`src/rtl/trap_pkg.sv`:
```
// Shared constants for the trap/return sequencer: CSR addresses, cause codes,
// mstatus field positions and the sequencer state encoding.
package trap_pkg;

    localparam logic [11:0] CSR_MSTATUS = 12'h300;
    localparam logic [11:0] CSR_MTVEC   = 12'h305;
    localparam logic [11:0] CSR_MEPC    = 12'h341;
    localparam logic [11:0] CSR_MCAUSE  = 12'h342;

    localparam logic [3:0] CAUSE_ILLEGAL = 4'd2;
    localparam logic [3:0] CAUSE_BREAK   = 4'd3;
    localparam logic [3:0] CAUSE_ECALL_M = 4'd11;

    localparam int MSTATUS_MIE    = 3;
    localparam int MSTATUS_MPIE   = 7;
    localparam int MSTATUS_MPP_HI = 12;
    localparam int MSTATUS_MPP_LO = 11;

    typedef enum logic [2:0] {
        ST_IDLE      = 3'd0,
        ST_W_EPC     = 3'd1,
        ST_W_CAUSE   = 3'd2,
        ST_W_STAT    = 3'd3,
        ST_REDIR     = 3'd4,
        ST_R_STAT    = 3'd5,
        ST_REDIR_RET = 3'd6
    } state_t;

endpackage

```
`src/rtl/trap_seq.sv`:
```
// Trap/return sequencer: turns EXU ecall/ebreak/illegal/mret events into a
// fixed series of CSR writes through the single write port, then redirects the IFU.
//
// state        | meaning
// IDLE         | ready for an EXU event
// W_EPC        | write mepc with the word-aligned faulting PC
// W_CAUSE      | write mcause
// W_STAT       | read-modify-write mstatus on trap entry
// REDIR        | redirect to mtvec (base only), hold until accepted
// R_STAT       | read-modify-write mstatus on mret
// REDIR_RET    | redirect to mepc, hold until accepted
module trap_seq
    import trap_pkg::*;
#(
    parameter int XLEN       = 32,
    parameter bit ILLEGAL_EN = 1'b1
) (
    input  logic            i_clk,
    input  logic            i_rst_n,
    input  logic            i_ex_valid,
    output logic            o_ex_ready,
    input  logic            i_ex_ecall,
    input  logic            i_ex_ebreak,
    input  logic            i_ex_illegal,
    input  logic            i_ex_mret,
    input  logic [XLEN-1:0] i_ex_pc,
    output logic            o_busy,
    output logic            o_csr_wr_en,
    output logic            o_csr_wr_set,
    output logic [11:0]     o_csr_wr_reg,
    output logic [XLEN-1:0] o_csr_wr_bus,
    output logic [11:0]     o_csr_rd_reg,
    input  logic [XLEN-1:0] i_csr_rd_bus,
    output logic            o_redir_valid,
    input  logic            i_redir_ready,
    output logic [XLEN-1:0] o_redir_pc
);

    state_t          r_state;
    state_t          w_state_nxt;
    logic [XLEN-1:0] r_pc_q;
    logic [3:0]      r_cause_q;
    logic            w_illegal;
    logic            w_trap;
    logic            w_accept;
    logic [3:0]      w_cause;

    // Highest-priority flag wins; the rest of the event is dropped.
    always_comb begin
        w_illegal = (ILLEGAL_EN != 1'b0) && i_ex_illegal;
        w_trap    = w_illegal || i_ex_ebreak || i_ex_ecall;
        if (w_illegal) begin
            w_cause = CAUSE_ILLEGAL;
        end else if (i_ex_ebreak) begin
            w_cause = CAUSE_BREAK;
        end else begin
            w_cause = CAUSE_ECALL_M;
        end
    end

    assign w_accept     = i_ex_valid && (r_state == ST_IDLE);
    assign o_ex_ready   = (r_state == ST_IDLE);
    assign o_busy       = (r_state != ST_IDLE);
    assign o_csr_wr_set = 1'b0;

    always_ff @(posedge i_clk or negedge i_rst_n) begin
        if (!i_rst_n) begin
            r_state   <= ST_IDLE;
            r_pc_q    <= '0;
            r_cause_q <= '0;
        end else begin
            r_state <= w_state_nxt;
            if (w_accept) begin
                r_pc_q    <= i_ex_pc;
                r_cause_q <= w_cause;
            end
        end
    end

    always_comb begin
        w_state_nxt   = r_state;
        o_csr_wr_en   = 1'b0;
        o_csr_wr_reg  = '0;
        o_csr_wr_bus  = '0;
        o_csr_rd_reg  = '0;
        o_redir_valid = 1'b0;
        o_redir_pc    = '0;
        case (r_state)
            ST_IDLE: begin
                if (i_ex_valid) begin
                    if (w_trap) begin
                        w_state_nxt = ST_W_EPC;
                    end else if (i_ex_mret) begin
                        w_state_nxt = ST_R_STAT;
                    end
                end
            end
            ST_W_EPC: begin
                o_csr_wr_en  = 1'b1;
                o_csr_wr_reg = CSR_MEPC;
                o_csr_wr_bus = r_pc_q & ~(XLEN'(3));
                w_state_nxt  = ST_W_CAUSE;
            end
            ST_W_CAUSE: begin
                o_csr_wr_en  = 1'b1;
                o_csr_wr_reg = CSR_MCAUSE;
                o_csr_wr_bus = XLEN'(r_cause_q);
                w_state_nxt  = ST_W_STAT;
            end
            ST_W_STAT: begin
                o_csr_rd_reg = CSR_MSTATUS;
                o_csr_wr_en  = 1'b1;
                o_csr_wr_reg = CSR_MSTATUS;
                o_csr_wr_bus = i_csr_rd_bus;
                o_csr_wr_bus[MSTATUS_MPIE] = i_csr_rd_bus[MSTATUS_MIE];
                o_csr_wr_bus[MSTATUS_MIE]  = 1'b0;
                o_csr_wr_bus[MSTATUS_MPP_HI:MSTATUS_MPP_LO] = 2'b11;
                w_state_nxt  = ST_REDIR;
            end
            ST_REDIR: begin
                // Mode bits of mtvec are ignored: direct mode only.
                o_csr_rd_reg  = CSR_MTVEC;
                o_redir_valid = 1'b1;
                o_redir_pc    = i_csr_rd_bus & ~(XLEN'(3));
                if (i_redir_ready) begin
                    w_state_nxt = ST_IDLE;
                end
            end
            ST_R_STAT: begin
                o_csr_rd_reg = CSR_MSTATUS;
                o_csr_wr_en  = 1'b1;
                o_csr_wr_reg = CSR_MSTATUS;
                o_csr_wr_bus = i_csr_rd_bus;
                o_csr_wr_bus[MSTATUS_MIE]  = i_csr_rd_bus[MSTATUS_MPIE];
                o_csr_wr_bus[MSTATUS_MPIE] = 1'b1;
                o_csr_wr_bus[MSTATUS_MPP_HI:MSTATUS_MPP_LO] = 2'b11;
                w_state_nxt  = ST_REDIR_RET;
            end
            ST_REDIR_RET: begin
                o_csr_rd_reg  = CSR_MEPC;
                o_redir_valid = 1'b1;
                o_redir_pc    = i_csr_rd_bus;
                if (i_redir_ready) begin
                    w_state_nxt = ST_IDLE;
                end
            end
            default: begin
                w_state_nxt = ST_IDLE;
            end
        endcase
    end

endmodule
```
`config.mk`:
```
export PLATFORM = sky130hd
export DESIGN_NAME = trap_seq
export DESIGN_NICKNAME = d
export VERILOG_FILES = /design/src/rtl/trap_pkg.sv /design/src/rtl/trap_seq.sv
export SDC_FILE = /design/constraint.sdc
export NUM_CORES = 1
export LEC_CHECK = 0
export CAP_MARGIN = 20
export CORE_MARGIN = 10
export CORE_UTILIZATION = 34
export DETAILED_ROUTE_END_ITERATION = 16
export PLACE_DENSITY = 0.81
export SLEW_MARGIN = 0
export SYNTH_ARGS = -nofsm -noshare
export SYNTH_HDL_FRONTEND = slang
export SYNTH_SLANG_ARGS = --single-unit
```
`constraint.sdc`:
```
create_clock -name i_clk -period 2.2 [get_ports i_clk]
set_clock_uncertainty 0.05 [all_clocks]
set_input_delay 0.44 -clock i_clk [delete_from_list [all_inputs] [get_ports i_clk]]
set_output_delay 0.44 -clock i_clk [all_outputs]
set_load 0.005 [all_outputs]
```
==> reports/qor.csv <==
stage,metric,value,unit
grt,GRT Total Usage,0.1526,
grt,largest net degree at the start of global routing,37,
run_status,failing checks,setup timing,
placement,post-DP HPWL,6124,um
run_status,status,finished with violations,
floorplan,num rows,29,
power_and_ir_drop,Final Power,4.521,mW
cts,Worst-Skew Late Latency,270,ps
sta,Max-slew headroom,0.4636,
final_layout,layout cells sized above 1,0.2722,
sta,Worst Max-Slew Pin Slew,804.5,ps
logic_synthesis,Netlist Area Pre-Place,0.002186,mm2
route,routed vias/inst,4.858,
sta,final setup vio count,2,
critical_path,crit-path cells,nand2b_1 -> nor2_4 -> o2bb2ai_1 -> clkdlybuf4s50_1,
route,via count,2123,
sta,clock period minus worst slack,2271,ps
route,drt total wl,8177,um
cts,H-tree levels,2,
sta,setup TNS,-108.9,ps
sta,Max Slew Vio Count,0,
logic_synthesis,Yosys Warn Count,0,
logic_synthesis,sequential area share after synthesis,0.4121,
floorplan,Core Box Area,0.006314,mm2
critical_path,Worst setup SP type,flop,
grt,number of global-route vias before repair,2280,
sta,"Hold Vio Cnt, Final",0,
floorplan,area of the die,0.01004,mm2
route,DRC Markers,0,
route,drt pass-1 iters,5,
power_and_ir_drop,PD cells,1176,mW/mm2
sta,RSZ-0062 raised after global routing,yes,
critical_path,CP required,1710,ps
critical_path,CP Capture Type,primary output,
power_and_ir_drop,Peak VDD IR,0.0006907,V
floorplan,Die H,100.2,um
worst_hold_path,HP Class,input pin to async pin,
cts,clk root buf,clkbuf_8,
grt,"Remaining Overflow, GRT",0,
cts,clk sinks,36,
final_layout,antenna cells,0,
placement,RePlAce Congestion,0.8254,
cts,CTS tree,done,
job,MaxCap Viol Count,0,
grt,global-route wire length before repair,12340,um
logic_synthesis,Yosys reg bits,36,
floorplan,Die Wd,100.2,um
grt,antenna violations before repair,0,
critical_path,worst-path maximum fanout,8,
sta,Final Cycle Share,1.032,
logic_synthesis,post-synthesis cell type count,30,
route,Detail Route Antenna Nets,0,
final_layout,fill cell count,554,
final_layout,final net count,432,
final_layout,area grow syn2layout,75.90,%
cts,total CTS buffers,5,
cts,Worst-path clk slew,70,ps
sta,"Worst Setup Slack, final",-71.27,ps
critical_path,arrival time worst endpoint,1780,ps
critical_path,CP max stage delay,520,ps
sta,fmax,440.3,MHz
floorplan,IO Pins,165,
logic_synthesis,Cells after Synth,201,
logic_synthesis,syn_area_per_cell,10.87,um2
critical_path,Critical-path top delay cell,clkdlybuf4s50_1,
cts,clk buf depth,2,
floorplan,Starting Density,0.3462,
route,Avg WL per Cell,18.71,um
route,Initial DRC Count,53,
critical_path,Setup Crit Path Kind,flop to primary output,
placement,port bufs,147,
final_layout,Multi-input gate area,0.001122,mm2
final_layout,FF/Latch Area,902.1,um2
power_and_ir_drop,Static Leak,1.981,nW
## cell families (layout without fill, tap and decap cells)
| family | count (synthesis) | after routing | synth area share |
|---|---|---|---|
| AO/OA/AOI/OAI | 38 | 38 | 0.1437 |
| buffers and inverters | 38 | 183 | 0.1168 |
| flip-flops | 36 | 36 | 0.4121 |
| multiplexers | 32 | 32 | 0.1643 |
| other | 1 | 15 | 0.001716 |
| AND/OR/NAND/NOR | 55 | 55 | 0.1574 |
| XOR/XNOR | 1 | 1 | 0.004008 |
## placed cells by master, fill, tap and decap left out, types with 2 or more instances in the layout
cell type        instances
and3_1                   2
clkdlybuf4s50_1         76
nand2_1                  3
inv_1                    3
a21oi_1                  4
conb_1                  15
a22o_1                  28
buf_4                   12
clkbuf_2                 6
clkdlybuf4s15_1         10
dlymetal6s2s_1           9
nor2_1                   3
mux2_2                  29
buf_12                   2
dlygate4sd2_1           26
and2_1                  32
buf_6                   10
a21o_1                   2
buf_2                   20
or2_2                    2
mux2_1                   2
nor2b_4                  2
dfrtp_1                 35
clkbuf_8                 7
nor2_4                   2
## worst paths after layout
path	from	endpoint	slack, ps	cells past startpoint
worst max-delay path	r_state[0]	o_csr_wr_bus[3]	-70	4
worst min-delay path	i_rst_n	r_pc_q[8]	200	1
worst max register to register	r_state[0]	r_cause_q[3]	410	4
worst min register to register	r_cause_q[1]	r_cause_q[1]	450	1
max in group asynchronous	i_rst_n	r_state[0]	1350	1
min in group i_clk	r_cause_q[1]	r_cause_q[1]	450	1
## per-stage QoR
step / hold slack, ps / setup WS (ps) / cells / instance area, um2 / utilization
after global placement: 422.5 / -51.03 / 417 / 3697 / 0.5856
after CTS: 223.2 / -138.6 / 434 / 3846 / 0.6092
after global routing: 276.2 / -136.6 / 437 / 3845 / 0.6090
after floorplan: 94.41 / 377.3 / 215 / 2238 / -
after detailed placement: 446.3 / -50.21 / 417 / 3697 / 0.5856
final: 197.8 / -71.27 / 437 / 3845 / 0.6090
## power breakdown
group | leakage (nW) | total, mW | switching [mW] | internal (mW)
Sequential | 0.423 | 1.20 | 0.208 | 0.994
Clock | 0.0503 | 0.496 | 0.217 | 0.279
Combinational | 1.51 | 2.82 | 1.13 | 1.69
Total | 1.98 | 4.52 | 1.56 | 2.96
## synth_stat cells, drive strengths merged
master	instances	area (um2)
nor3	1	5.000
and3	2	12.51
mux2i	1	10.01
and2	33	206.5
xor2	1	8.760
o21ai	1	5.000
a21oi	4	20.02
conb	1	3.750
clkbuf	6	22.52
o2bb2ai	1	8.760
or3	1	6.260
nor2b	3	18.77
dfrtp	36	900.9
a22o	28	245.2
a21o	2	15.01
mux2	31	349.1
inv	3	11.26
nand2b	2	12.51
buf	29	221.5
or2	2	12.51
nor2	5	18.77
nor4b	1	23.77
or4	1	7.510
o311a	1	10.01
nand2	3	11.26
and3b	1	8.760
a221o	1	10.01
## cell type report
cell class                 count  area share
timing repair buffer         173      0.4204
sequential                    36      0.2346
clock buffer                   7     0.02506
multi-input combinational    141      0.2919
tap                           77     0.02506
inverter                       3    0.002929
## worst max-delay path, delay by kind of cell, from the launching register on
family          cells  cell delay, ps
flops               1             490
simple gates        2             360
buf+inv             1             520
compound gates      1             130
## state kept, by name, summed over array words and instances (netlist names)
signal     cells
r_state        3
r_pc_q        30
r_cause_q      3
## metal layers
layer  part of all wire  GRT usage  wire length (um)  vias to the layer above
met5                  0          0                 0                        -
met1               0.37     0.1588              3065                     1017
li1                   -          -                 -                      989
met4              0.013    0.03152               106                        0
met2               0.51     0.2765              4143                      107
met3               0.11    0.06731               863                       10
## repair_timing
action	4_1_cts	5_1_grt
pin swaps	0	4
gates cloned	4	1
hold buffers	0	0
setup endpoints to repair	71	38
gates resized for setup	138	37
setup buffers	6	4
No activity file was read; power rests on OpenSTA's default activity.
